--- config.mk ---
export PLATFORM = sky130hd
export DESIGN_NAME = abba_gen
export DESIGN_NICKNAME = d
export VERILOG_FILES = /design/src/rtl/abba_gen.sv
export SDC_FILE = /design/constraint.sdc
export NUM_CORES = 1
export LEC_CHECK = 0
export ABC_AREA = 0
export BUFFER_PORTS_ARGS = -buffer_cell sky130_fd_sc_hd__buf_4
export CORE_AREA = 2 2 39 41
export CTS_CLUSTER_DIAMETER = 200
export DETAILED_ROUTE_END_ITERATION = 8
export DIE_AREA = 0 0 41 43
export PLACE_DENSITY_LB_ADDON = 0.1
export SLEW_MARGIN = 5
export SYNTH_ARGS = -nofsm -noshare
export SYNTH_HDL_FRONTEND = slang
export SYNTH_SLANG_ARGS = --single-unit
export TNS_END_PERCENT = 10
--- constraint.sdc ---
create_clock -name clock -period 1.58 [get_ports clock]
set_input_delay 0.158 -clock clock [delete_from_list [all_inputs] [get_ports clock]]
set_output_delay 0.158 -clock clock [all_outputs]
set_load 0.01 [all_outputs]
--- src/rtl/abba_gen.sv ---
// -----------------------------------------------------------------------------
// abba_gen
//
// Purpose:
//   Emits the four-symbol string a, b, b, a on a 2-bit symbol bus, repeated a
//   programmable number of times. It feeds the `x` input of the downstream
//   string recognizers. The outputs are decoded from the state register only.
//   A valid/ready handshake lets a stalled consumer hold the current symbol
//   without it being lost or duplicated.
//
// Optional feature:
//   ABBA_GEN_GAP_EN - when defined, a one-cycle GAP state (x=11, valid=0) is
//                     inserted between consecutive strings. There is no GAP
//                     after the last string.
//
// Ports:
//   clock  in   1      rising-edge clock
//   reset  in   1      asynchronous, active-high reset
//   start  in   1      transmission request; sampled only in IDLE
//   count  in   N_REP  number of strings; captured together with start
//   ready  in   1      consumer accepts the current symbol
//   x      out  [1:2]  symbol: a=00, b=01, idle/filler=11
//   valid  out  1      x carries a string symbol
//   busy   out  1      block is not in IDLE
//   done   out  1      one-cycle pulse after the last symbol is accepted
// -----------------------------------------------------------------------------
module abba_gen #(
    parameter int N_REP = 4
) (
    input  logic             clock,
    input  logic             reset,
    input  logic             start,
    input  logic [N_REP-1:0] count,
    input  logic             ready,
    output logic [1:2]       x,
    output logic             valid,
    output logic             busy,
    output logic             done
);

    typedef enum logic [2:0] {
        S_IDLE = 3'd0,
        S_A1   = 3'd1,
        S_B1   = 3'd2,
        S_B2   = 3'd3,
        S_A2   = 3'd4,
        S_DONE = 3'd5
`ifdef ABBA_GEN_GAP_EN
        , S_GAP = 3'd6
`endif
    } state_t;

    localparam logic [1:2] SYM_A    = 2'b00;
    localparam logic [1:2] SYM_B    = 2'b01;
    localparam logic [1:2] SYM_IDLE = 2'b11;

    state_t           r_state;
    state_t           w_state_next;
    logic [N_REP-1:0] r_reps_left;

    // State register
    always_ff @(posedge clock or posedge reset) begin
        if (reset) begin
            r_state <= S_IDLE;
        end else begin
            r_state <= w_state_next;
        end
    end

    // Remaining-repetition counter. The exit test (reps_left == 1) is made
    // before any decrement, so the counter never wraps below 1.
    always_ff @(posedge clock or posedge reset) begin
        if (reset) begin
            r_reps_left <= '0;
        end else if (r_state == S_IDLE && start && count != '0) begin
            r_reps_left <= count;
        end else if (r_state == S_A2 && ready && r_reps_left != N_REP'(1)) begin
            r_reps_left <= r_reps_left - N_REP'(1);
        end
    end

    // Next-state logic. The symbol states always have valid=1, so ready
    // alone marks the acceptance of the current symbol.
    always_comb begin
        w_state_next = r_state;
        case (r_state)
            S_IDLE: begin
                if (start) begin
                    w_state_next = (count != '0) ? S_A1 : S_DONE;
                end
            end
            S_A1: if (ready) w_state_next = S_B1;
            S_B1: if (ready) w_state_next = S_B2;
            S_B2: if (ready) w_state_next = S_A2;
            S_A2: begin
                if (ready) begin
                    if (r_reps_left == N_REP'(1)) begin
                        w_state_next = S_DONE;
                    end else begin
`ifdef ABBA_GEN_GAP_EN
                        w_state_next = S_GAP;
`else
                        w_state_next = S_A1;
`endif
                    end
                end
            end
`ifdef ABBA_GEN_GAP_EN
            // The gap is never stretched by a stalled consumer.
            S_GAP:  w_state_next = S_A1;
`endif
            S_DONE: w_state_next = S_IDLE;
            default: w_state_next = S_IDLE;
        endcase
    end

    // Output decode, which depends on state only.
    always_comb begin
        x     = SYM_IDLE;
        valid = 1'b0;
        busy  = (r_state != S_IDLE);
        done  = (r_state == S_DONE);
        case (r_state)
            S_A1, S_A2: begin
                x     = SYM_A;
                valid = 1'b1;
            end
            S_B1, S_B2: begin
                x     = SYM_B;
                valid = 1'b1;
            end
            default: begin
                x     = SYM_IDLE;
                valid = 1'b0;
            end
        endcase
    end

endmodule

==> results.sh <==
export IMPL_viasPerCell=4.872
export IMPL_fin_cells=94
export IMPL_setup_viol=3
export IMPL_clk_pin_slew_worst_paths_ps=50
export IMPL_root_buffer="clkbuf_4"
export IMPL_overflow=0
export IMPL_layout_drive_gt1_share_pct=44.87
export IMPL_critPathMaxFanout=5
export IMPL_synth_seq_cells=7
export IMPL_synth_warnings=0
export IMPL_synth_common_cells="dfrtp_1, nand2_1, nor2_1"
export IMPL_p_per_area_nw_per_um2=1978
export IMPL_synthToLayoutAreaGrowth_pct=41.27
export IMPL_drv_cap=0
export IMPL_tns_ps=-81.70
export IMPL_grt_setup_unrepaired="yes"
export IMPL_fin_area_um2=698.2
export IMPL_synth_top_cell_area_share_pct=35.44
export IMPL_dp_slack_ps=-7.727
export IMPL_crit_arrival_ps=1750
export IMPL_first_iter_violations=5
export IMPL_period_share_pct=102.7
export IMPL_hold_viol_final=0
export IMPL_multi_input_area_um2=284.0
export IMPL_cts_buffers=3
export IMPL_cts_sinks=7
export IMPL_max_slew_margin_pct=80.27
export IMPL_post_cts_setup_buffers=0
export IMPL_synth_main_ff_cell="dfrtp_1"
export IMPL_ys_seq_area_share_pct=35.44
export IMPL_cts_tree="done"
export IMPL_hpwlAfterDp_um=880.1
export IMPL_fin_ws_ps=-43.17
export IMPL_seqCellArea_um2=177.7
export IMPL_antenna_found_initial=0
export IMPL_die_y_um=43
export IMPL_cts_path_max_buffers=2
export IMPL_slew_violations=0
export IMPL_critPathLaunchType="register"
export IMPL_initial_core_util_pct=35.71
export IMPL_ir_worst_vdd_v=0.0007575
export IMPL_hold_class="in -> reg"
export IMPL_highest_layer="met4"
export IMPL_ys_types=27
export IMPL_synth_cells=54
export IMPL_route_met3_wl_um=42
export IMPL_ys_async_sr_fraction_pct=100.0
export IMPL_vias=458
export IMPL_clock_fmax_mhz=616.1
export IMPL_critical_path_endpoint_type="register"
export IMPL_p_leak_nw=0.3283
export IMPL_tightest_slew_ps=293.2
export IMPL_grt_pass1_vias=451
export IMPL_fin_crit_ps=1623
export IMPL_critical_path_class="reg -> reg"
export IMPL_dp_cells=89
export IMPL_violations="setup timing"
export IMPL_rows=14
export IMPL_syn_num_nets=64
export IMPL_avgRoutedWirePerCell_um=11.73
export IMPL_synth_edf_count=0
export IMPL_placed_area_um2=648.1
export IMPL_yosysTopAreaCell="dfrtp_1"
export IMPL_clk_latency_ps=250
export IMPL_syn_area_per_cell_um2=9.152
export IMPL_power_mw=1.381
export IMPL_die_w_um=41
export IMPL_io_pins=13
export IMPL_syn_cell_area_um2=494.2
export IMPL_outcome="finished, violations left"
export IMPL_fillerInstances=138
export IMPL_wl_met1_um=489
export IMPL_drcViolationCount=0
export IMPL_ant_nets=0
export IMPL_grt_max_degree=9
export IMPL_first_pass_iters=4
export IMPL_grt_usage_pct=16.13
export IMPL_place_congestion=0.7225
export IMPL_nets=89
export IMPL_diodes=0
export IMPL_fin_skew_ps=0.7859
export IMPL_fp_coreArea_um2=1384
export IMPL_portBuffers=12
export IMPL_synth_area_top_cells="dfrtp_1, a221o_1, nand2_1"
export IMPL_htreeDepth=1
export IMPL_grt_pass1_wl_um=1800
export IMPL_design_die_area_um2=1763
export IMPL_critical_path_required_ps=1710
export IMPL_routed_wl_met2_um=557
export IMPL_finalWirelength_um=1103
-- path summary, 6_finish.rpt --
kind	from	endpoint	slack, ps	cells past startpoint
setup / recovery	r_reps_left[1]	r_reps_left[3]	-40	6
min in group asynchronous	reset	r_reps_left[0]	390	3
max in group asynchronous	reset	r_state[0]	970	3
hold / removal	count[1]	r_reps_left[1]	150	2
setup reg to reg	r_reps_left[1]	r_reps_left[3]	-40	6
hold reg to reg	r_reps_left[3]	r_reps_left[3]	610	1
-- power breakdown --
part	switching [mW]	internal (mW)	leakage, nW
clock network	0.0645	0.0963	0.0150
registers	0.112	0.270	0.0837
logic	0.349	0.489	0.230
-- through the flow --
step	util, %	hold slack (ps)
2_1_floorplan	-	-38.60
3_3_place_gp	46.84	109.8
3_5_place_dp	46.84	106.1
4_1_cts	49.46	132.9
5_1_grt	50.45	139.2
6_report	50.45	150.3
-- flip-flops by register name, summed over array words and instances, names as in the netlist --
name         flops
r_state          3
r_reps_left      4
-- final cells by class --
| class | count | share of cell area, % |
|---|---|---|
| timing repair buffer | 22 | 24.55 |
| sequential | 7 | 25.45 |
| tap | 16 | 2.867 |
| multi-input combinational | 40 | 40.68 |
| clock buffer | 4 | 3.763 |
| inverter | 5 | 2.688 |
-- per-layer routing --
layer	vias up	GRT usage [%]
li1	237	-
met1	208	17.61
met2	11	24.69
met3	2	3.141
met4	0	14.00
met5	-	0
-- timing repair --
action | in CTS | in global routing
pin swaps | 0 | 3
hold buffers | 1 | 0
resized for setup | 0 | 7
endpoints found under the hold margin | 7 | 0
endpoints found under the setup margin | 3 | 6
-- placed cells by master, fill, tap and decap left out, types with 2 or more instances in the layout --
cell type / instances
a221o_1: 3
and2_4: 2
buf_4: 20
clkbuf_4: 3
dfrtp_1: 5
dfrtp_2: 2
inv_1: 4
nand2_1: 7
nor2_1: 6
o22ai_1: 2
xnor2_1: 2
-- worst max-delay path: stages, from the launching register on --
cell and delay (ps):
dfrtp_1 390, inv_2 70, ha_2 150, or3b_4 370
nand4_1 190, nor2_1 80, a221o_1 260
-- kinds of logic (layout without fill, tap and decap cells) --
family / after synthesis / count (layout) / synth area share (%)
AND/OR/NAND/NOR: 24 / 24 / 27.85
AO/OA/AOI/OAI: 10 / 10 / 15.19
flip-flops: 7 / 7 / 35.44
buffers and inverters: 7 / 31 / 9.113
XOR/XNOR: 3 / 3 / 5.317
adder cells (fa/ha/maj): 2 / 2 / 5.062
multiplexers: 1 / 1 / 2.025
(Power assumes the default switching activity.)
